--- config.mk ---
export PLATFORM = sky130hd
export DESIGN_NAME = press_decoder
export DESIGN_NICKNAME = d
export VERILOG_FILES = /design/src/rtl/press_decoder.sv
export SDC_FILE = /design/constraint.sdc
export NUM_CORES = 1
export LEC_CHECK = 0
export BUFFER_PORTS_ARGS = -buffer_cell sky130_fd_sc_hd__buf_2
export CORE_ASPECT_RATIO = 1.4
export CORE_MARGIN = 4
export CORE_UTILIZATION = 50
export CTS_BUF_LIST = sky130_fd_sc_hd__clkbuf_16
export CTS_CLUSTER_DIAMETER = 200
export DETAILED_ROUTE_END_ITERATION = 10
export PLACE_DENSITY_LB_ADDON = 0.08
export SLEW_MARGIN = 0
export SYNTH_ARGS = -nofsm -noshare
export SYNTH_HDL_FRONTEND = slang
export SYNTH_SLANG_ARGS = --single-unit
--- constraint.sdc ---
create_clock -name clk -period 1.62 [get_ports clk]
set_input_delay 0.324 -clock clk [delete_from_list [all_inputs] [get_ports clk]]
set_output_delay 0.324 -clock clk [all_outputs]
set_load 0.05 [all_outputs]
--- src/rtl/press_decoder.sv ---
// press_decoder: turns conditioned button activity into short-press,
// long-press and double-click pulses plus a wrapping press counter.
// Optional feature macro: PRESS_DECODER_DOUBLECLICK_EN (double-click detection).
module press_decoder #(
    parameter int unsigned LONGCOUNT = 25000000,
    parameter int unsigned GAPCOUNT  = 15000000,
    parameter int unsigned CNTWIDTH  = 25
) (
    input  logic       clk,
    input  logic       reset_n,
    input  logic       conditioned,
    input  logic       positiveedge,
    input  logic       negativeedge,
    output logic       shortpress,
    output logic       longpress,
    output logic       doubleclick,
    output logic       held,
    output logic [7:0] presscount
);

    localparam logic [CNTWIDTH-1:0] LONG_LAST = CNTWIDTH'(LONGCOUNT - 1);

    // Reject parameter sets the timer cannot represent.
    if ((64'd1 << CNTWIDTH) <= 64'(LONGCOUNT) || (64'd1 << CNTWIDTH) <= 64'(GAPCOUNT) ||
        LONGCOUNT < 2 || GAPCOUNT < 2) begin : g_param_check
        $error("press_decoder: illegal LONGCOUNT/GAPCOUNT/CNTWIDTH combination");
    end

`ifdef PRESS_DECODER_DOUBLECLICK_EN
    localparam logic [CNTWIDTH-1:0] GAP_LAST = CNTWIDTH'(GAPCOUNT - 1);

    typedef enum logic [2:0] {
        ST_IDLE,
        ST_PRESSED,
        ST_LONGHELD,
        ST_WAITGAP,
        ST_PRESSED2
    } state_e;
`else
    typedef enum logic [2:0] {
        ST_IDLE,
        ST_PRESSED,
        ST_LONGHELD
    } state_e;
`endif

    state_e              state_q, state_d;
    logic [CNTWIDTH-1:0] timer_q, timer_d;
    logic                short_q, short_d;
    logic                long_q, long_d;
    logic                held_q, held_d;
    logic [7:0]          count_q, count_d;
`ifdef PRESS_DECODER_DOUBLECLICK_EN
    logic                dbl_q, dbl_d;
`endif

    // Qualified events: simultaneous edges cancel; a press needs the level high,
    // and a low level while pressed stands in for a missed falling edge.
    logic press_ok_c;
    logic release_c;
    assign press_ok_c = positiveedge & ~negativeedge & conditioned;
    assign release_c  = (negativeedge & ~positiveedge) | ~conditioned;

    // Next-state, event and counter logic; releases take priority over timeouts.
    always_comb begin
        state_d = state_q;
        short_d = 1'b0;
        long_d  = 1'b0;
        held_d  = held_q;
        count_d = count_q;
`ifdef PRESS_DECODER_DOUBLECLICK_EN
        dbl_d   = 1'b0;
`endif
        case (state_q)
            ST_IDLE: begin
                if (press_ok_c) begin
                    state_d = ST_PRESSED;
                    count_d = count_q + 8'd1;
                end
            end
            ST_PRESSED: begin
                if (release_c) begin
`ifdef PRESS_DECODER_DOUBLECLICK_EN
                    state_d = ST_WAITGAP;
`else
                    state_d = ST_IDLE;
                    short_d = 1'b1;
`endif
                end else if (timer_q == LONG_LAST) begin
                    state_d = ST_LONGHELD;
                    long_d  = 1'b1;
                    held_d  = 1'b1;
                end
            end
            ST_LONGHELD: begin
                if (release_c) begin
                    state_d = ST_IDLE;
                    held_d  = 1'b0;
                end
            end
`ifdef PRESS_DECODER_DOUBLECLICK_EN
            ST_WAITGAP: begin
                if (press_ok_c) begin
                    state_d = ST_PRESSED2;
                    count_d = count_q + 8'd1;
                end else if (timer_q == GAP_LAST) begin
                    state_d = ST_IDLE;
                    short_d = 1'b1;
                end
            end
            ST_PRESSED2: begin
                if (release_c) begin
                    state_d = ST_IDLE;
                    dbl_d   = 1'b1;
                end else if (timer_q == LONG_LAST) begin
                    state_d = ST_LONGHELD;
                    short_d = 1'b1;
                    long_d  = 1'b1;
                    held_d  = 1'b1;
                end
            end
`endif
            default: begin
                state_d = ST_IDLE;
                held_d  = 1'b0;
            end
        endcase
        timer_d = (state_d != state_q) ? '0 : timer_q + CNTWIDTH'(1);
    end

    // State, timer and output registers with synchronous active-low reset.
    always_ff @(posedge clk) begin
        if (!reset_n) begin
            state_q <= ST_IDLE;
            timer_q <= '0;
            short_q <= 1'b0;
            long_q  <= 1'b0;
            held_q  <= 1'b0;
            count_q <= 8'd0;
`ifdef PRESS_DECODER_DOUBLECLICK_EN
            dbl_q   <= 1'b0;
`endif
        end else begin
            state_q <= state_d;
            timer_q <= timer_d;
            short_q <= short_d;
            long_q  <= long_d;
            held_q  <= held_d;
            count_q <= count_d;
`ifdef PRESS_DECODER_DOUBLECLICK_EN
            dbl_q   <= dbl_d;
`endif
        end
    end

    assign shortpress = short_q;
    assign longpress  = long_q;
    assign held       = held_q;
    assign presscount = count_q;
`ifdef PRESS_DECODER_DOUBLECLICK_EN
    assign doubleclick = dbl_q;
`else
    assign doubleclick = 1'b0;
`endif

endmodule
==> results.yml, run 1 <==
die:
  core_area_sq_mm: 0.00338
  std_cell_rows: 25
  chipWidth_um: 58.0
  die_area_sq_mm: 0.00453
  start_util_pct: 51.9
  fp.dieH_um: 78.1
  io_pins: 17
yosys:
  synth_area_leader_cell: "dfxtp_1"
  ys.flop_type: "dfxtp_1"
  ys_seq_elements: 39
  yosysSeqAreaShare_pct: 44.5
  netlist-cell-type-count: 38
  yosysWarnings: 0
  avgSynthCellArea_sq_um: 9.08
  syn_area_sq_mm: 0.00175
  async_flop_share_pct: 0
  synth.area.top_cells: "dfxtp_1 (45%), xnor2_1 (9.5%), nor2_1 (6.4%)"
  synth_top_cell_area_share_pct: 44.5
  syn-instance-count: 193
  synth_edf_count: 0
hold_path:
  worstHoldPathType: "in -> reg"
route:
  ant_nets: 0
  drt_iter0_drc: 70
  post_drt_wl_per_cell_um: 15.3
  num_vias: 1545
  first_pass_iters: 4
  viasPerCell: 5.54
  wl_mm: 4.27
  drc: 0
finish:
  final_cells: 279
  area_delta_synth_final_pct: 35.2
  fin_nets: 245
  drive_above_1_share_pct: 34.3
  n_antenna_cell: 0
timing:
  max_freq_mhz: 620
  setup_viol: 0
  period_needed_ns: 1.61
  holdWs_ns: 0.282
  period_share_pct: 99.5
  drv_slew: 0
  clock_skew_ns: 0.00593
  finalHoldViolCount: 0
pwr:
  peakVddDrop_uv: 1050
  p_per_area_mw_per_mm2: 898
  leakagePower_nw: 0.887
clock_tree:
  root_buffer: "clkbuf_16"
  cts_htree_levels: 2
  worstSkewPairLatency_ns: 0.28
  cts_tree: "yes"
  cts_sinks: 39
  cts_made_buffers: 5
  clk_path_buf_depth: 2
  path_clk_slew_ns: 0.06
grt:
  grt_pass1_wl_mm: 6.64
  grt_max_degree: 14
  grt_pass1_vias: 1575
  grt_util_all_layers_pct: 19.1
  grt-ovfl-total: 0
  antenna_found_initial: 0
status:
  status: "completed"
run:
  max_cap_viol_count: 0
setup_path:
  endpoint_kind: "flip-flop"
  worstPathRequired_ns: 1.78
  start_kind: "flip-flop"
  r2r_setup_slack_ns: 0.007
  critPathMaxFanout: 7
  critPathKind: "reg -> reg"
  arrival_ns: 1.77
placement:
  dp.cells: 264
  port-buffer-count: 15
  place_hpwl_mm: 2.56
  place_congestion: 0.824
-- synthesized netlist by cell type, types with 3 or more instances --
cell      count
and4_1        4
xor2_1        9
nand4_1       7
and2_1        6
nand2b_1      4
nand2_1      15
nor2_1       30
dfxtp_1      39
nor3_1        5
nand3_1       8
xnor2_1      19
and3_1        5
nor2b_1       5
nor4_1        4
inv_1         3
-- final timing paths --
kind	startpoint	depth (start not counted)	end
max reg2reg	timer_q[15]	5	timer_q[24]
max	timer_q[15]	5	timer_q[24]
min reg2reg	presscount[7]	2	presscount[7]
min	conditioned	2	shortpress
-- routing by layer --
layer | routed length [um] | global-route usage (%)
met4 | 113 | 9.98
met3 | 242 | 5.43
met5 | 0 | 0
met1 | 1570 | 18.8
met2 | 2340 | 34.8
-- through the flow --
step	setup TNS [ns]	utilization, %	total power, mW	worst slack [ns]	cell area, sq um
finish	0	70.1	2.13	0.00745	2370
detailed placement	-0.732	59.0	1.05	-0.0462	1990
CTS	0	65.0	2.14	0.0106	2200
global placement	0	59.0	1.05	0.0222	1990
floorplan	0	-	1.04	0.0245	1760
global route	-0.140	70.1	2.22	-0.0690	2370
-- sequential cells by signal (all words and copies together), names as in the netlist --
register / count
state_q: 3
presscount: 8
longpress: 1
shortpress: 1
held: 1
timer_q: 25
-- repair_timing --
item / 4_1_cts / 5_1_grt
endpoints found under the hold margin: 0 / 0
setup endpoints to repair: 25 / 28
hold buffers: 0 / 0
pin swaps: 2 / 12
cloned: 1 / 2
setup buffers: 0 / 4
resized for setup: 6 / 29
-- area by class of cell --
cell class                      count  area, sq um
Timing Repair Buffer               39          259
Fill cell                         247         1010
Multi-Input combinational cell    150         1100
Sequential cell                    39          788
Tap cell                           40         50.0
Inverter                            3         11.3
Clock buffer                        5          125
Clock inverter                      3         38.8
-- cells in the final DEF, fill, tap and decap left out, types with 7 or more instances in the layout --
master	count
dfxtp_1	33
nor2_2	7
nand4_1	7
nor2_1	25
nand2_1	15
xnor2_1	19
buf_2	15
buf_4	23
xor2_1	9
-- kinds of logic (layout without fill, tap and decap cells) --
kind of cell,after synthesis,after routing,synth area share (%)
AO/OA/AOI/OAI,10,13,4.57
XOR/XNOR,28,28,14.0
adder cells (fa/ha/maj),3,3,2.00
buffers and inverters,8,50,2.85
flip-flops,39,39,44.5
multiplexers,1,1,0.571
other,1,2,0.214
AND/OR/NAND/NOR,103,103,31.3
-- critical path, cell delays in order, from the launching register on --
cell and delay (ns):
dfxtp_1 0.43, and3_1 0.25, nand3_2 0.21, nor4_2 0.34, xnor2_1 0.20, nor2_1 0.07
-- power by group --
part | internal, mW | switching [mW]
Clock | 0.717 | 0.360
Sequential | 0.965 | 0.00597
Combinational | 0.0309 | 0.0492
Total | 1.71 | 0.415
No activity file was read; power rests on OpenSTA's default activity.
==> run 2: changes to the inputs <==
Settings changed: ABC_AREA set to 1, HOLD_SLACK_MARGIN set to 0.02.
==> run 2 against run 1 <==
Synthesized cell count grew 54%. Critical path type unchanged. Cell count rose by 38%. Setup slack better by 0.048 ns.
==> results.yml, run 2 <==
clock_tree:
  worstSkewPairLatency_ns: 0.28
  cts_sinks: 39
  cts_htree_levels: 2
  hold_buffers: 0
  cts_made_buffers: 5
  path_clk_slew_ns: 0.06
  root_buffer: "clkbuf_16"
  cts_tree: "yes"
  clk_path_buf_depth: 2
yosys:
  ys_seq_elements: 39
  synth_top_cell_area_share_pct: 39.1
  syn-instance-count: 297
  yosysSeqAreaShare_pct: 39.1
  synth_area_leader_cell: "dfxtp_1"
  synth_mux_area_share_pct: 0
  netlist-cell-type-count: 23
  yosysWarnings: 0
  synth-simple-area-share_pct: 38.6
  async_flop_share_pct: 0
  synthAdderAreaFrac_pct: 1.25
  ys.flop_type: "dfxtp_1"
  synth-compound-area-share_pct: 3.51
  synth_common_cells: "nand2_1 (76), nor2_1 (70), dfxtp_1 (39), inv_1 (35), xor2_1 (13)"
  synth_top_family_by_area: "simple AND/OR/NAND/NOR gates"
  synth_xor_area_share_pct: 8.78
  syn_area_sq_mm: 0.00199
  synth.most_common_cell: "nand2_1"
  synth_edf_count: 0
  avgSynthCellArea_sq_um: 6.72
  synth.area.top_cells: "dfxtp_1 (39%), nand2_1 (14%), nor2_1 (13%)"
timing:
  rsz0062_at_grt: "yes"
  fin_tns_setup_ns: 0
  max_freq_mhz: 639
  finalHoldViolCount: 0
  clock_skew_ns: 0.00416
  period_share_pct: 96.5
  drv_slew: 0
  setup_viol: 0
  period_needed_ns: 1.56
  holdWs_ns: 0.342
grt:
  grt_pass1_wl_mm: 7.73
  antenna_found_initial: 0
  grt_util_all_layers_pct: 20.7
  grt_pass1_vias: 1900
  grt-ovfl-total: 0
  grt_max_degree: 15
die:
  core_area_sq_mm: 0.00374
  chipWidth_um: 61.4
  io_pins: 17
  start_util_pct: 53.3
  fp.dieH_um: 82.7
  die_area_sq_mm: 0.00508
  std_cell_rows: 26
pwr:
  p_per_area_mw_per_mm2: 825
  peakVddDrop_uv: 773
  leakagePower_nw: 1.00
  design_power_total_mw: 2.17
route:
  first_pass_iters: 4
  num_vias: 1960
  drc: 0
  post_drt_wl_per_cell_um: 12.7
  ant_nets: 0
  drt_iter0_drc: 73
  viasPerCell: 5.08
  wl_mm: 4.90
finish:
  top_register: "timer_q"
  drive_above_1_share_pct: 26.5
  final_cell_area_sq_mm: 0.00263
  largest_reg_flops: 25
  nFillCells: 325
  fin_nets: 350
  final_cell_mix: "nand2_1 (70), nor2_1 (51), inv_1 (34)"
  final_common_cell: "nand2_1"
  area_delta_synth_final_pct: 31.9
  n_antenna_cell: 0
hold_path:
  worstHoldPathType: "in -> reg"
placement:
  port-buffer-count: 15
  place_congestion: 0.871
  place_area_sq_mm: 0.00230
  place_hpwl_mm: 3.44
setup_path:
  critPathMaxFanout: 7
  endpoint_kind: "flip-flop"
  arrival_ns: 1.78
  start_kind: "flip-flop"
  worstPathRequired_ns: 1.84
  critPathKind: "reg -> reg"
run:
  max_cap_viol_count: 0
status:
  status: "completed"
==> run 2: layout make-up <==
class | instances | area [sq um] | area share, %
clock inverters | 3 | 38.8 | 1.47
repair buffers | 41 | 330 | 12.6
well taps | 42 | 52.6 | 2.00
multi-input cells | 219 | 1150 | 43.8
flip-flops and latches | 39 | 791 | 30.1
inverters | 37 | 141 | 5.38
clock buffers | 5 | 125 | 4.76
==> run 2: worst max-delay path: stages, from the launching register on <==
cell and delay [ns]:
dfxtp_4 0.35, ha_4 0.16, nand3_4 0.09, inv_4 0.04
nand2_4 0.06, nor2_4 0.04, nand3_2 0.07, nand2_1 0.07
nor2_2 0.15, nand3_4 0.17, clkbuf_16 0.21, nor2_1 0.08
==> run 2: kinds of logic after synthesis <==
group	count (synthesis)
xor gates and xnor gates	20
DFF	39
other	1
AOI/OAI and AO/OA	14
adders and majority gates	2
buffers and inverters	40
and+or+nand+nor	181
==> run 2: path summary, 6_finish.rpt <==
check                   from             to  slack [ns]  cells past startpoint
setup / recovery  timer_q[1]     timer_q[9]        0.06                     11
hold reg to reg         held           held        0.46                      2
setup reg to reg  timer_q[1]     timer_q[9]        0.06                     11
hold / removal       reset_n  presscount[6]        0.34                      3
==> run 2: stage by stage <==
step,util [%],cells,setup slack (ns)
after floorplan,-,298,0.0287
after CTS,65.8,383,0.0284
final,70.3,386,0.0559
after global routing,70.3,386,-0.0515
after detailed placement,61.4,375,0.0343
after global placement,61.4,375,0.0726
==> run 2: timing repair <==
action                     4_1_cts  5_1_grt
setup endpoints to repair        0       26
buffers inserted                 0        1
resized for setup                0       39
==> run 2: metal layers <==
metal  part of all wire (%)  up-vias  global-route usage [%]
met5                      0        -                       0
met4                    6.0        0                    14.9
met3                    3.8       29                    4.98
met2                     51       49                    36.7
met1                     39      883                    20.2
li1                       -      999                       -
==> run 2: power breakdown <==
part | total (mW) | switching (mW) | internal [mW]
Sequential | 0.971 | 0.00592 | 0.965
Combinational | 0.110 | 0.0639 | 0.0465
Clock | 1.09 | 0.371 | 0.717
Total | 2.17 | 0.441 | 1.73
